$ cat config.mk
export PLATFORM = sky130hd
export DESIGN_NAME = tl_cache_skid_latch
export DESIGN_NICKNAME = d
export VERILOG_FILES = /design/src/rtl/tl_cache_skid_latch.sv
export SDC_FILE = /design/constraint.sdc
export NUM_CORES = 1
export LEC_CHECK = 0
export CAP_MARGIN = 10
export CORE_MARGIN = 2
export CORE_UTILIZATION = 45
export CTS_BUF_LIST = sky130_fd_sc_hd__clkbuf_16
export DETAILED_ROUTE_END_ITERATION = 8
export GPL_TIMING_DRIVEN = 0
export PLACE_DENSITY_LB_ADDON = 0.08
export SLEW_MARGIN = 20
export SYNTH_ARGS = -nofsm -noshare
export SYNTH_HDL_FRONTEND = slang
export SYNTH_SLANG_ARGS = --single-unit
$ cat constraint.sdc
create_clock -name clk_i -period 1.6 [get_ports clk_i]
set_input_delay 0.32 -clock clk_i [delete_from_list [all_inputs] [get_ports clk_i]]
set_output_delay 0.32 -clock clk_i [all_outputs]
set_load 0.05 [all_outputs]
$ cat src/rtl/tl_cache_skid_latch.sv
// TL -> cache-stage pipeline latch: 2-entry skid buffer with registered ready, kill flush.
// Optional saturating stall/bubble counters are enabled by defining TL_LATCH_STATS_EN.
module tl_cache_skid_latch #(
  parameter int ADDR_W = 20,
  parameter int DATA_W = 32,
  parameter int XLEN   = 32,
  parameter int WAYS   = 4,
  localparam int WAY_W = (WAYS > 1) ? $clog2(WAYS) : 1
`ifdef TL_LATCH_STATS_EN
  , parameter int CNT_W = 16
`endif
) (
  input  logic              clk_i,
  input  logic              rsn_i,
  input  logic              kill_i,
  input  logic              tl_valid_i,
  output logic              tl_ready_o,
  input  logic [ADDR_W-1:0] tl_addr_i,
  input  logic              tl_rqst_byte_i,
  input  logic              tl_miss_i,
  input  logic              tl_buffer_hit_i,
  input  logic              tl_int_write_enable_i,
  input  logic [WAY_W-1:0]  tl_hit_way_i,
  input  logic [WAY_W-1:0]  tl_lru_way_i,
  input  logic [DATA_W-1:0] tl_buffer_data_i,
  input  logic [XLEN-1:0]   tl_write_addr_i,
  input  logic [XLEN-1:0]   tl_pc_i,
  output logic              c_valid_o,
  input  logic              c_ready_i,
  output logic [ADDR_W-1:0] c_addr_o,
  output logic              c_rqst_byte_o,
  output logic              c_miss_o,
  output logic              c_buffer_hit_o,
  output logic              c_int_write_enable_o,
  output logic [WAY_W-1:0]  c_hit_way_o,
  output logic [WAY_W-1:0]  c_lru_way_o,
  output logic [DATA_W-1:0] c_buffer_data_o,
  output logic [XLEN-1:0]   c_write_addr_o,
  output logic [XLEN-1:0]   c_pc_o,
  output logic [1:0]        occ_o
`ifdef TL_LATCH_STATS_EN
  , output logic [CNT_W-1:0] stall_cnt_o,
  output logic [CNT_W-1:0]  bubble_cnt_o
`endif
);

  // Handshake: a beat moves when valid && ready are both high at a rising clk_i;
  // valid never waits on ready, and tl_ready_o is a pure register (no path from c_ready_i).
  localparam int PW = ADDR_W + 4 + 2 * WAY_W + DATA_W + 2 * XLEN;

  typedef enum logic [1:0] {
    EMPTY = 2'd0,
    ONE   = 2'd1,
    FULL  = 2'd2
  } state_t;

  state_t          state_q;
  logic            ready_q;
  logic [PW-1:0]   main_q;
  logic [PW-1:0]   skid_q;
  logic [PW-1:0]   in_pl;
  logic            in_xfer;
  logic            out_xfer;

  assign in_pl = {tl_addr_i, tl_rqst_byte_i, tl_miss_i, tl_buffer_hit_i,
                  tl_int_write_enable_i, tl_hit_way_i, tl_lru_way_i,
                  tl_buffer_data_i, tl_write_addr_i, tl_pc_i};

  assign {c_addr_o, c_rqst_byte_o, c_miss_o, c_buffer_hit_o,
          c_int_write_enable_o, c_hit_way_o, c_lru_way_o,
          c_buffer_data_o, c_write_addr_o, c_pc_o} = main_q;

  assign tl_ready_o = ready_q;
  assign c_valid_o  = (state_q != EMPTY);
  assign occ_o      = state_q;
  assign in_xfer    = tl_valid_i && ready_q;
  assign out_xfer   = c_valid_o && c_ready_i;

  always_ff @(posedge clk_i or negedge rsn_i) begin
    if (!rsn_i) begin
      state_q <= EMPTY;
      ready_q <= 1'b1;
      main_q  <= '0;
      skid_q  <= '0;
    end else if (kill_i) begin
      // Kill wins over everything, including a beat accepted in this same cycle.
      state_q <= EMPTY;
      ready_q <= 1'b1;
      main_q  <= '0;
      skid_q  <= '0;
    end else begin
      case (state_q)
        EMPTY: begin
          if (in_xfer) begin
            main_q  <= in_pl;
            state_q <= ONE;
          end
        end
        ONE: begin
          if (in_xfer && out_xfer) begin
            main_q <= in_pl;
          end else if (in_xfer) begin
            skid_q  <= in_pl;
            state_q <= FULL;
            ready_q <= 1'b0;
          end else if (out_xfer) begin
            state_q <= EMPTY;
          end
        end
        FULL: begin
          if (out_xfer) begin
            main_q  <= skid_q;
            state_q <= ONE;
            ready_q <= 1'b1;
          end
        end
        default: begin
          state_q <= EMPTY;
          ready_q <= 1'b1;
        end
      endcase
    end
  end

`ifdef TL_LATCH_STATS_EN
  always_ff @(posedge clk_i or negedge rsn_i) begin
    if (!rsn_i) begin
      stall_cnt_o  <= '0;
      bubble_cnt_o <= '0;
    end else begin
      if (c_valid_o && !c_ready_i && (stall_cnt_o != {CNT_W{1'b1}}))
        stall_cnt_o <= stall_cnt_o + 1'b1;
      if (!c_valid_o && (bubble_cnt_o != {CNT_W{1'b1}}))
        bubble_cnt_o <= bubble_cnt_o + 1'b1;
    end
  end
`endif

endmodule

==> results.ini, run 1 <==
[status]
run_status = finished with violations
violations = setup timing

[power]
leakagePower_nw = 7.64
comb_power_share = 0.255
p_int_mw = 12.0
switching_share = 0.315
power.total_mw = 17.5
vdd_ir_drop_max_mv = 0.714
p_per_area_nw_per_um2 = 1010
net-switching-power_mw = 5.50
clock_power_share = 0.341
seqPwrFrac = 0.404

[global_route]
grt_pass1_wl_mm = 49.3
grt_max_degree = 95
grt_pass1_vias = 8789
track_usage = 0.255
grt_overflow = 0
grt_antenna_before_repair = 0

[logic_synthesis]
syn_area_um2 = 10600
ys.flop_type = dfrtp_1
yosys_warnings = 0
yosysSeqAreaShare = 0.594
synth_top_area_cell = dfrtp_1
ys_ff_latch = 251
synthMostInstantiatedCell = dfrtp_1
synth_edf_count = 0
syn-num-nets = 980
synthArstFlopShare = 1.00
synth_top_area_share = 0.592
avgSynthCellArea_um2 = 12.4
synth.area.top_cells = dfrtp_1, mux2i_1, a22o_1
syn_inst = 851
synth_common_cells = dfrtp_1, mux2i_1, a22o_1, nand2_1, o31ai_1
ys_types = 27

[min_path]
hold_class = in -> async

[critical_path]
critPathMaxFanout = 7
r2r_start = occ_o[0]
cp-end-kind = flop
cp.arrival_ns = 2.22
reg2reg_slack_ns = -0.20
r2r-end = skid_q[90]
worstPathRequired_ns = 2.02
path_class = reg -> reg
reg2reg_depth = 9
crit_path_start_kind = flop

[sta]
finalCritPeriodShare = 1.12
tightest_slew_ns = 0.876
finalMaxSlewViolations = 0
fmax_mhz = 556
timing.slew.headroom = 0.416
setup_ws_ns = -0.197
rsz0062_at_grt = true
skew_ns = 0.0235
fin_crit_ns = 1.80
setup_viol = 253
hold_viol = 0

[routing]
vias = 8600
final_antenna_net_count = 0
post_drt_wl_per_cell_um = 21.6
drt-vias-per-instance = 5.61
drtPass1Iterations = 5
drcViolationCount = 0
routed_wl_mm = 33.1
drt_iter0_drc = 501

[cts]
clk_latency_ns = 0.54
htreeDepth = 1
cts_root_buf = clkbuf_16
path_clk_slew_ns = 0.06
clock_path_buffers = 3
cts_made_buffers = 27
cts_num_sinks = 251
cts_tree = yes

[floorplanning]
die_area_um2 = 24700
start_util = 0.454
row_count = 56
die_w_um = 157
top_level_ports = 257
core_area_um2 = 23300
dieHeight_um = 157

[placement]
io_buffers = 256
place_ws_ns = -1.14
place_hpwl_mm = 19.3
gp_congestion = 0.757

[finish]
area_delta_synth_final_pct = 63.5
drive_above_1_share = 0.409
antenna_cells = 0
nNetsFinal = 1323
fill_cells = 1543

[job]
max_cap_viol_count = 0

## what timing repair did
| action | 4_1_cts | 5_1_grt |
|---|---|---|
| setup endpoints to repair | 379 | 291 |
| gates cloned | 20 | 11 |
| endpoints found under the hold margin | 68 | 0 |
| pin swaps | 103 | 52 |
| buffers inserted | 27 | 4 |
| hold buffers | 1 | 0 |
| resized for setup | 775 | 257 |
## layout make-up
class,instances,area (um^2),area share
Clock buffer,27,676,0.0391
Clock inverter,23,155,0.00898
Multi-Input combinational cell,517,5250,0.304
Buffer,80,1150,0.0668
Timing Repair Buffer,316,3350,0.194
Sequential cell,251,6280,0.364
Inverter,1,3.75,0.000217
Tap cell,319,399,0.0231
## worst max-delay path: stages (launching register included)
cell	delay (ns)
dfrtp_2	0.36
buf_6	0.13
nand3b_1	0.12
nor3b_2	0.22
buf_4	0.15
nor2_4	0.06
buf_12	0.17
buf_12	0.13
buf_16	0.12
a22o_1	0.19
## placed cells by master, fill, tap and decap left out, types with 3 or more instances in the layout
cell type / count
clkinv_2: 5
buf_16: 15
clkdlybuf4s50_1: 127
clkbuf_1: 7
buf_2: 80
buf_8: 33
mux2i_4: 18
buf_6: 19
dfrtp_1: 248
clkbuf_8: 3
clkdlybuf4s15_2: 45
o31ai_4: 38
buf_4: 15
mux2i_2: 18
nand2_2: 41
clkbuf_4: 4
buf_12: 30
clkbuf_16: 42
o31ai_2: 51
o31ai_1: 35
nand2_1: 59
a22o_1: 124
inv_1: 6
clkinv_1: 8
mux2i_1: 89
nand2_4: 24
## registers in the layout (all words and copies together) (netlist names)
signal	flops
main_q	124
occ_o	2
skid_q	124
tl_ready_o	1
## power groups by stage
stage / sequential [mW] / combinational, mW / clock, mW
after floorplan: 8.17 / 0.880 / 0
after global placement: 7.11 / 3.41 / 0
after detailed placement: 7.10 / 3.46 / 0
after CTS: 7.00 / 3.96 / 6.04
after global routing: 7.09 / 4.66 / 6.33
final: 7.05 / 4.45 / 5.95
## routing by layer
metal / share of wire / vias up / track usage
li1: - / 3890 / -
met1: 0.43 / 4414 / 0.361
met2: 0.49 / 240 / 0.399
met3: 0.059 / 56 / 0.0540
met4: 0.025 / 0 / 0.0701
met5: 0 / - / 0
## through the flow
step           hold WS [ns]  instance area (um^2)   util  cells  TNS [ns]
3_3_place_gp          0.462                 13700  0.589   1426  -2853.59
2_1_floorplan        0.0244                 10700      -    851    -22.18
5_1_grt               0.397                 17300  0.743   1534    -53.44
4_1_cts               0.354                 15900  0.684   1526    -26.26
6_report              0.357                 17300  0.743   1534    -35.65
3_5_place_dp          0.329                 13800  0.592   1428   -176.42
## how the worst max path moves through the flow
stage / start / to / slack [ns] / cells after the start
after floorplan: occ_o[0] / main_q[100] / -0.12 / 7
after global placement: rsn_i / occ_o[1] / -11.69 / 1
after detailed placement: kill_i / main_q[74] / -1.14 / 5
after CTS: occ_o[0] / c_valid_o / -0.20 / 3
after global routing: occ_o[0] / skid_q[85] / -0.26 / 9
final: occ_o[0] / skid_q[90] / -0.20 / 9
## logic make-up after synthesis
logic type,after synthesis,synth area share
AOI/OAI and AO/OA,254,0.195
DFF,251,0.594
and+or+nand+nor,138,0.0525
muxes,125,0.118
buffers and inverters,83,0.0394
Note: power is estimated with default switching activity, not from simulation.
==> run 2: changes to the inputs <==
Settings changed: ABC_AREA set to 0.
==> results of run 2 <==
The final DEF is identical to that of run 1; final timing and power are the same.
